<file path="config.mk">
export PLATFORM = sky130hd
export DESIGN_NAME = loop_add_4_pipe
export DESIGN_NICKNAME = d
export VERILOG_FILES = /design/src/rtl/loop_add_4_pipe.sv
export SDC_FILE = /design/constraint.sdc
export NUM_CORES = 1
export LEC_CHECK = 0
export BUFFER_PORTS_ARGS = -buffer_cell sky130_fd_sc_hd__buf_2
export CAP_MARGIN = 20
export CORE_MARGIN = 2
export CORE_UTILIZATION = 52
export CTS_CLUSTER_DIAMETER = 150
export DETAILED_ROUTE_END_ITERATION = 10
export PLACE_DENSITY = 0.77
export SLEW_MARGIN = 15
export SYNTH_ARGS = -nofsm -noshare
export SYNTH_HDL_FRONTEND = slang
export SYNTH_SLANG_ARGS = --single-unit
</file>
<file path="constraint.sdc">
create_clock -name clk -period 1.75 [get_ports clk]
set_input_delay 0.2625 -clock clk [delete_from_list [all_inputs] [get_ports clk]]
set_output_delay 0.2625 -clock clk [all_outputs]
set_load 0.02 [all_outputs]
</file>
<file path="src/rtl/loop_add_4_pipe.sv">
// loop_add_4_pipe: pipelined loop kernel a[i] = b[i] + ADDEND, i = 0..N_ITERS-1, II=1, 5 stages
//   clk      rising-edge clock
//   rst      asynchronous active-low reset
//   valid    done flag, high once every iteration has retired, held until reset
//   raddr_0  memory read address (S1)
//   rdata_0  synchronous memory read data, valid the cycle after raddr_0
//   waddr_0  memory write address (S4)
//   wdata_0  memory write data (S4)
//   wen_0    memory write enable, write commits on the rising edge while high
module loop_add_4_pipe #(
    parameter int N_ITERS  = 6,
    parameter int SRC_BASE = 10,
    parameter int DST_BASE = 0,
    parameter int ADDEND   = 4,
    parameter int ADDR_W   = 5,
    parameter int DATA_W   = 32
) (
    input  logic              clk,
    input  logic              rst,
    output logic              valid,
    output logic [ADDR_W-1:0] raddr_0,
    input  logic [DATA_W-1:0] rdata_0,
    output logic [ADDR_W-1:0] waddr_0,
    output logic [DATA_W-1:0] wdata_0,
    output logic              wen_0
);
    localparam int IW = $clog2(N_ITERS + 1);

    logic [IW-1:0]     cnt, s1_i, s2_i, s3_i, s4_i, s5_i;
    logic              s1_v, s2_v, s3_v, s5_v;
    logic [DATA_W-1:0] b_q;
    logic              issue;

    assign issue = cnt != IW'(N_ITERS);

    // wen_0 doubles as the S4 valid bit; raddr/waddr/wdata are the S1/S4 registers
    always_ff @(posedge clk or negedge rst) begin
        if (!rst) begin
            cnt     <= '0;
            s1_v    <= 1'b0;
            s2_v    <= 1'b0;
            s3_v    <= 1'b0;
            s5_v    <= 1'b0;
            s1_i    <= '0;
            s2_i    <= '0;
            s3_i    <= '0;
            s4_i    <= '0;
            s5_i    <= '0;
            b_q     <= '0;
            valid   <= 1'b0;
            wen_0   <= 1'b0;
            raddr_0 <= ADDR_W'(SRC_BASE);
            waddr_0 <= '0;
            wdata_0 <= '0;
        end else begin
            s1_v    <= issue;
            cnt     <= issue ? cnt + 1'b1 : cnt;
            s1_i    <= cnt;
            raddr_0 <= issue ? ADDR_W'(SRC_BASE) + ADDR_W'(cnt) : raddr_0;
            s2_v    <= s1_v;
            s2_i    <= s1_i;
            s3_v    <= s2_v;
            s3_i    <= s2_i;
            b_q     <= rdata_0;
            wen_0   <= s3_v;
            s4_i    <= s3_i;
            waddr_0 <= ADDR_W'(DST_BASE) + ADDR_W'(s3_i);
            wdata_0 <= b_q + DATA_W'(ADDEND);
            s5_v    <= wen_0;
            s5_i    <= s4_i;
            valid   <= valid | (s5_v && s5_i == IW'(N_ITERS - 1));
        end
    end
endmodule

</file>
# Word-level counts from Yosys, hierarchy flattened
# Cells that the tools add are included.
word_totals:
  regBits: 93
  latchBits: 0
  n_memories: 0
  out_inout_bits: 44
  in_bits: 34
  mem_bits_ro: 0
  ram_bits: 0
  elab_cells: 22
classes:
  eq_ne: 2
  shifts: 0
  n_mux: 0
  reduce_logical: 1
  add_sub_neg: 3
  magnitude_cmp: 0
  div_mod_pow: 0
  bitwise_logic: 1
  n_mul: 0
op_table:
  columns: ["operator", "n"]
  rows:
  - ["$add 32x3->32 const B", 1]
  - ["$add 4x3->5 const A", 1]
  - ["$add 3x1->3 const B", 1]
  - ["$eq 3x3->1 const B", 1]
  - ["$ne 3x3->1 const B", 1]
  - ["$logic_and 1x1->1", 1]
  - ["$or 1x1->1", 1]

# Longest topological paths before layout
# Gate-level depths: netlist of run 1.
logic_depth:
  ltp_word: 3
  depth_mapped: 6
  ltp_nobuf: 5

# Worst setup path before layout of run 1
# OpenSTA, ideal clock, no wires.
synth_timing:
  path_type: "reg-to-reg"
  startpoint: "register cnt[0]"
  endpoint: "register raddr_0[0]"
  stages_incl_launch_ff: 6
  period_less_slack_ns: 1.475
  n_path_buf: 1
  t_required_ns: 1.625
  setup_slack_ns: 0.275
  t_arrival_ns: 1.350
  setup_time_ns: 0.125
  path_cell_list: "dfrtp_1 -> inv_1 -> ha_1 -> nand2_1 -> clkbuf_1 -> mux2_2"
synth_between:
  elab_chain_cells: 1
synth_lines:
  columns: ["item", "line", "rtl"]
  rows:
  - ["from (decl)", "29", "logic [IW-1:0] cnt, s1_i, s2_i, s3_i, s4_i, s5_i;"]
  - ["from (signal assigned)", "57", "cnt <= issue ? cnt + 1'b1 : cnt;"]
  - ["$ne 3x3->1", "34", "assign issue = cnt != IW'(N_ITERS);"]
  - ["named net issue", "32", "logic issue;"]
  - ["to (signal assigned)", "52", "raddr_0 <= ADDR_W'(SRC_BASE);"]
  - ["to (signal assigned)", "59", "raddr_0 <= issue ? ADDR_W'(SRC_BASE) + ADDR_W'(cnt) : raddr_0;"]
  - ["to (decl)", "21", "output logic [ADDR_W-1:0] raddr_0,"]
# The timed path passes the listed nets, and every way through them passes these cells.
# A chain may end at the register's enable or synchronous reset.

# Worst setup path in the final report of run 1
layout_timing:
  startpoint: "register b_q[2]"
  endpoint: "register wdata_0[28]"
layout_between:
  elab_chain_cells: 1
layout_lines:
  columns: ["item", "line", "rtl"]
  rows:
  - ["from (decl)", "31", "logic [DATA_W-1:0] b_q;"]
  - ["from (signal assigned)", "64", "b_q <= rdata_0;"]
  - ["$add 32x3->32", "68", "wdata_0 <= b_q + DATA_W'(ADDEND);"]
  - ["to (signal assigned)", "68", null]
  - ["to (decl)", "24", "output logic [DATA_W-1:0] wdata_0,"]
# Every way passes these cells.

==> results.txt, run 1 <==
----------------------------------------------------
[STA]
  Final critical path time including I/O delays and setup ... roughly 1.6 ns
  Final setup fails ... 0
  Post-Route Setup TNS ... 0 ns
  FMAX ... between 600 and 700 MHz
  Post-route clock skew ... 0.00837 ns
  Setup repair after global routing missed its margin ... false
  Final clock period utilization by the worst path ... 91.5%
  Hold slack ... 0.0119 ns
  Number of hold violations in the final report ... 0
  Total count of max-transition violations in the final report ... 0

[Drt]
  Top Layer Used ... met4
  Antenna violation net count after detailed routing ... 0
  Detailed-route DRC error count ... 0
  WL met3 ... 242 µm
  Final wirelength ... between 5 and 6 mm
  Via count ... approximately 1700
  Met1 Routed Length ... 2.14 mm
  Met2 wire len ... approximately 2.5 mm
  DR WL/cell ... 13.5 µm
  Post-detailed-route via-to-cell ratio ... 4.70
  Number of iterations in the first detailed-routing pass ... 4
  First DRT Iteration DRCs ... 120

[Worst setup path]
  Worst reg-to-reg setup slack ... 0.15 ns
  Max Fanout on Critical Path ... 6
  Startpoint kind of the worst setup timing path ... register
  Req. time, crit path ... 1.98 ns
  Worst R2R End ... wdata_0[28]
  Critical path class ... reg -> reg
  R2r startpoint ... b_q[2]
  Reg2Reg Depth ... 5
  Type of destination of the critical path ... register
  Data arrival time of the critical path ... 1.83 ns

[Min path]
  Source of the worst hold timing path ... rdata_0[12]
  End point of the worst hold path ... b_q[12]
  Depth of the worst hold-timing path ... 1
  Class of the tightest hold or removal check ... in -> reg

[Synthesis]
  Gate count of the mapped netlist ... 200
  FF+latch count, synth ... 93
  Number of enable-type register cells in the synthesized netlist ... 0
  Number of distinct library cells after synthesis ... 24
  Mapped cell area ... 0.00310 mm²
  Async set or reset register ratio after synthesis ... 100%
  Share of the yosys chip area belonging to registers ... approximately 75%
  Post-Syn Area per Cell ... 15.5 µm²
  Total of warnings raised by yosys ... 0
  Primary FF master, synth ... sky130_fd_sc_hd__dfrtp_1

[Clocking]
  Resize count post-CTS ... 0
  Number of clock buffers inserted by TritonCTS ... 9
  Worst-case clock buffer depth ... 2
  Worst-Skew Late Latency ... around 0.35 ns
  Root buffer cell ... sky130_fd_sc_hd__clkbuf_8
  Clock transition time at the flip-flop clock pins of the worst setup and hold paths ... 0.09 ns
  Clock tree from TritonCTS ... built
  Clock Sinks ... 93
  Count of H-tree levels built during CTS ... 3
  Total setup buffers inserted after CTS ... 0

[Job]
  Max-capacitance violation count ... 0

[Placed design]
  Count of port buffers added during placement ... 75
  HPWL Detailed ... 3.59 mm
  RePlAce Congestion ... 0.748
  Number of cells in the design after placement ... 348

[Finish]
  Syn-to-layout area delta ... 23.5%
  Count of placed standard cells in the final layout, fillers left out ... 371
  Most frequent standard cell in the layout excluding fill and tap cells ... sky130_fd_sc_hd__dfrtp_1
  Fraction of final layout cells sized beyond drive strength 1 ... between 30% and 40%
  Util after Layout ... 65.4%
  Fillcell total ... 439
  # diodes ... 0
  Net total in the final layout ... 329
  Most frequent cells in the layout ... 91 x sky130_fd_sc_hd__dfrtp_1, 74 x sky130_fd_sc_hd__buf_2, 24 x sky130_fd_sc_hd__xnor2_1

[Floorplanning]
  Effective utilization at floorplan ... 53.0%
  Horiz. Die Dim ... 81.2 µm
  Die outline area ... 0.00659 mm²
  Core box area ... 0.00585 mm²
  Vertical die dimension ... 81.2 µm
  Total I/O pin count ... between 70 and 80
  Row Count ... 28

[Global route]
  Antenna violations before repair ... 0
  Via count of the first global-routing pass ... 1737
  Total global routing overflow ... 0
  Overall Global Routing Usage ... 16.6%
  Largest net degree at the start of global routing ... 45
  First-pass GRT wire length ... just under 8 mm

[Power]
  Final Total Pwr ... 3.81 mW
  PD cells ... approximately 1000 mW/mm²
  Maximum ir drop on the vdd rail ... a little over 0.6 mV
  Standby leakage power ... 1.76 nW

[Run status]
  Outcome ... complete, no violations

----------------------------------------------------
## area by class of cell
class | instances | area, µm² | area share, %
sequential | 93 | 2330 | 60.9
tap | 75 | 93.8 | 2.45
timing repair buffer | 84 | 475 | 12.4
clock inverter | 7 | 58.8 | 1.54
inverter | 4 | 15.0 | 0.392
multi-input combinational | 99 | 729 | 19.1
clock buffer | 9 | 124 | 3.24
## metal layers
layer / track usage [%] / vias to the layer above
met4: 9.49 / 0
met2: 26.3 / 55
met3: 3.44 / 8
met5: 0 / -
met1: 21.4 / 837
li1: - / 842
## per-stage QoR
step	cell area, µm²	worst slack, ns
after floorplan	3100	0.275
after global placement	3570	0.216
after detailed placement	3570	0.129
after CTS	3820	0.123
after global routing	3830	0.0184
final	3830	0.149
## synth_stat cells, drive strengths merged (4+ instances only)
master   n  area (µm²)
and2     4        25.0
and3     8        51.3
dfrtp   91        2280
ha       4        50.1
inv      4        15.0
nand2    9        33.8
nand3   11        55.1
nand4   10        92.6
nor2    11        41.3
xnor2   24         210
xor2     5        43.8
## flip-flops by register name, indices dropped and copies added, names as in the netlist, 3 cells and up
signal / flops
b_q: 32
wdata_0: 32
raddr_0: 5
cnt: 3
s1_i: 3
s2_i: 3
s3_i: 3
s5_i: 3
waddr_0: 3
## worst max-delay path: stages (launching register included)
cell and delay [ns]:
sky130_fd_sc_hd__dfrtp_1 0.42, sky130_fd_sc_hd__ha_1 0.22, sky130_fd_sc_hd__nand3_1 0.19, sky130_fd_sc_hd__nor4_4 0.33, sky130_fd_sc_hd__nand4_1 0.16, sky130_fd_sc_hd__xnor2_1 0.16
## report_power, final
| group | internal, mW | switching [mW] | leakage, nW | total, mW |
|---|---|---|---|---|
| registers | 2.23 | 0.0508 | 1.07 | 2.28 |
| logic | 0.103 | 0.151 | 0.609 | 0.254 |
| clock network | 0.535 | 0.744 | 0.0868 | 1.28 |
## cells by family after synthesis
logic type	share of synthesized area [%]
AOI/OAI and AO/OA	0.808
xor gates and xnor gates	8.20
adders and majority gates	1.62
buffers and inverters	1.37
DFF	75.2
muxes	1.09
other	0.121
and+or+nand+nor	11.6
## how the worst max path moves through the flow
stage,start,endpoint,slack (ns),cells after the start
5_1_grt,b_q[2],wdata_0[28],0.02,5
4_1_cts,b_q[2],wdata_0[28],0.12,5
3_5_place_dp,b_q[2],wdata_0[12],0.13,5
2_1_floorplan,cnt[0],raddr_0[0],0.28,5
6_report,b_q[2],wdata_0[28],0.15,5
3_3_place_gp,b_q[2],wdata_0[24],0.22,5
## timing repair
item                                   in CTS  in global routing
setup endpoints to repair                   0                  0
endpoints found under the hold margin      32                  1
hold buffers                                6                  1
Power figures use the tool's default switching activity.
==> inputs of run 2 (changes only) <==
--- a/config.mk
+++ b/config.mk
@@ -12,6 +12,7 @@
 export CTS_CLUSTER_DIAMETER = 150
 export DETAILED_ROUTE_END_ITERATION = 10
 export PLACE_DENSITY = 0.77
+export RECOVER_POWER = 100
 export SLEW_MARGIN = 15
 export SYNTH_ARGS = -nofsm -noshare
 export SYNTH_HDL_FRONTEND = slang
==> run 2 against run 1 <==
Net effect:
- total power is 0.24% lower
- via count increased by 0.63%
- global-route usage did not move
- maximum frequency increased by 0.16%
- setup slack improved by 0.0026 ns
- utilization decreased by 1.0 points
- sequential share of layout area increased by 0.95 points
- critical path depth did not move
- wire length is 0.32% higher
- clock-buffer cell count is the same
- highest routed layer unchanged
==> results.txt, run 2 (synthesis gave the netlist of run 1 again) <==
----------------------------------------------------
[STA]
  Final critical path time including I/O delays and setup ... 1.60 ns
  Final setup slack of the worst path ... 0.152 ns
  FMAX ... around 630 MHz
  Number of hold violations in the final report ... 0
  Setup repair after global routing missed its margin ... false
  Final setup fails ... 0
  Post-Route Setup TNS ... 0 ns
  Slew at the pin with the worst max-slew slack ... 0.756 ns
  Tightest slew margin relative to the limit ... 49.6%
  Final clock period utilization by the worst path ... 91.3%
  Hold slack ... 0.0114 ns
  Total count of max-transition violations in the final report ... 0
  Post-route clock skew ... 0.00820 ns

[Finish]
  Util after Layout ... roughly 64%
  Fillcell total ... roughly 470
  Post-layout instance area ... between 0.003 and 0.004 mm²
  Footprint of the multi-input gates ... 729 µm²
  Most frequent cells in the layout ... 91 x sky130_fd_sc_hd__dfrtp_1, 43 x sky130_fd_sc_hd__clkbuf_1, 31 x sky130_fd_sc_hd__buf_2
  Net total in the final layout ... 329
  Fraction of final layout cells sized beyond drive strength 1 ... 20.3%
  Syn-to-layout area delta ... 21.6%
  Most frequent standard cell in the layout excluding fill and tap cells ... sky130_fd_sc_hd__dfrtp_1
  Regs by FF count ... b_q: 32 flops, wdata_0: 32 flops, raddr_0: 5 flops
  # diodes ... 0
  Count of placed standard cells in the final layout, fillers left out ... 371
  Sequential standard cell area ... between 0.002 and 0.0025 mm²

[Floorplanning]
  Die outline area ... 0.00659 mm²
  Vertical die dimension ... around 80 µm
  Core box area ... roughly 0.0059 mm²
  Horiz. Die Dim ... 81.2 µm
  Effective utilization at floorplan ... 53.0%
  Total I/O pin count ... 78
  Row Count ... 28

[Worst setup path]
  Startpoint kind of the worst setup timing path ... register
  Req. time, crit path ... 1.98 ns
  Data arrival time of the critical path ... 1.83 ns
  R2r startpoint ... b_q[2]
  Critical path class ... reg -> reg
  Critical Path Start ... b_q[2]
  Reg2Reg Depth ... 5
  Max Fanout on Critical Path ... 6
  Type of destination of the critical path ... register

[Power]
  Maximum ir drop on the vdd rail ... 0.609 mV
  PD cells ... 1010 mW/mm²
  Share of total power in sequential cells ... 59.9%
  Net load switching power ... 951 µW
  Cell-internal power ... 2.85 mW
  Final Total Pwr ... 3.80 mW
  Combinational share of power ... 6.3%
  Clock Power Share ... 33.7%
  Sw frac ... 25.0%
  Standby leakage power ... 1.65 nW

[Drt]
  DR WL/cell ... about 14 µm
  Number of iterations in the first detailed-routing pass ... 4
  Post-detailed-route via-to-cell ratio ... ~4.7
  First DRT Iteration DRCs ... 98
  Detailed-route DRC error count ... 0
  Antenna violation net count after detailed routing ... 0
  Via count ... 1753
  Final wirelength ... about 5 mm

[Placed design]
  HPWL Detailed ... 3.59 mm
  Placement Cell Area ... 0.00357 mm²
  RePlAce Congestion ... 0.748
  Number of cells in the design after placement ... roughly 350
  Worst setup slack before clock tree synthesis ... roughly 0.13 ns
  Count of port buffers added during placement ... 75

[Clocking]
  Worst-case clock buffer depth ... 2
  Clock tree from TritonCTS ... built
  Total setup buffers inserted after CTS ... 0
  Number of clock buffers inserted by TritonCTS ... 9
  Post-cts hold buffer count ... 6
  Resize count post-CTS ... 0
  Clock Sinks ... 93
  Clock transition time at the flip-flop clock pins of the worst setup and hold paths ... 0.09 ns
  Count of H-tree levels built during CTS ... 3
  Root buffer cell ... sky130_fd_sc_hd__clkbuf_8
  Worst-Skew Late Latency ... 0.35 ns

[Min path]
  Class of the tightest hold or removal check ... in -> reg
  Source of the worst hold timing path ... rdata_0[12]
  Depth of the worst hold-timing path ... 1

[Job]
  Max-capacitance violation count ... 0

[Run status]
  Outcome ... complete, no violations

[Global route]
  Largest net degree at the start of global routing ... between 40 and 50
  Via count of the first global-routing pass ... 1737
  Antenna violations before repair ... 0
  Overall Global Routing Usage ... 16.6%
  First-pass GRT wire length ... 7.91 mm
  Total global routing overflow ... 0

----------------------------------------------------
## run 2: changes by cell type in the layout (fill, tap and decap cells not counted)
cell                       change
sky130_fd_sc_hd__buf_4         -2
sky130_fd_sc_hd__buf_2        -43
sky130_fd_sc_hd__clkbuf_2      +2
sky130_fd_sc_hd__clkbuf_1     +43
## run 2: worst max-delay path, stage by stage (launching register included)
cell	delay, ns
sky130_fd_sc_hd__dfrtp_1	0.42
sky130_fd_sc_hd__ha_1	0.22
sky130_fd_sc_hd__nand3_1	0.19
sky130_fd_sc_hd__nor4_4	0.33
sky130_fd_sc_hd__nand4_1	0.16
sky130_fd_sc_hd__xnor2_1	0.16
## run 2: layout make-up
| type | instances | area share (%) |
|---|---|---|
| clock buffer | 9 | 3.29 |
| clock inverter | 7 | 1.56 |
| inverter | 4 | 0.399 |
| multi-input combinational | 99 | 19.4 |
| sequential | 93 | 61.8 |
| tap | 75 | 2.49 |
| timing repair buffer | 84 | 11.1 |
## run 2: power by group through the flow
| stage | sequential (mW) | clock, mW | combinational (mW) |
|---|---|---|---|
| floorplan | 2.37 | 0 | 0.0561 |
| CTS | 2.28 | 1.32 | 0.259 |
| global placement | 2.32 | 0 | 0.245 |
| detailed placement | 2.32 | 0 | 0.248 |
| global route | 2.29 | 1.42 | 0.268 |
| finish | 2.28 | 1.28 | 0.240 |
## run 2: final timing paths
kind	end	slack (ns)
max	wdata_0[28]	0.15
min	b_q[12]	0.01
max reg2reg	wdata_0[28]	0.15
min reg2reg	s3_v	0.35
max in group asynchronous	wdata_0[28]	0.29
min in group asynchronous	cnt[1]	0.50
## run 2: per-layer routing
metal	wire, µm	part of all wire, %	vias to the layer above	global-route usage, %
li1	-	-	844	-
met1	2110	42	846	21.4
met2	2530	50	55	26.3
met3	254	5.1	8	3.44
met4	123	2.5	0	9.49
met5	0	0	-	0
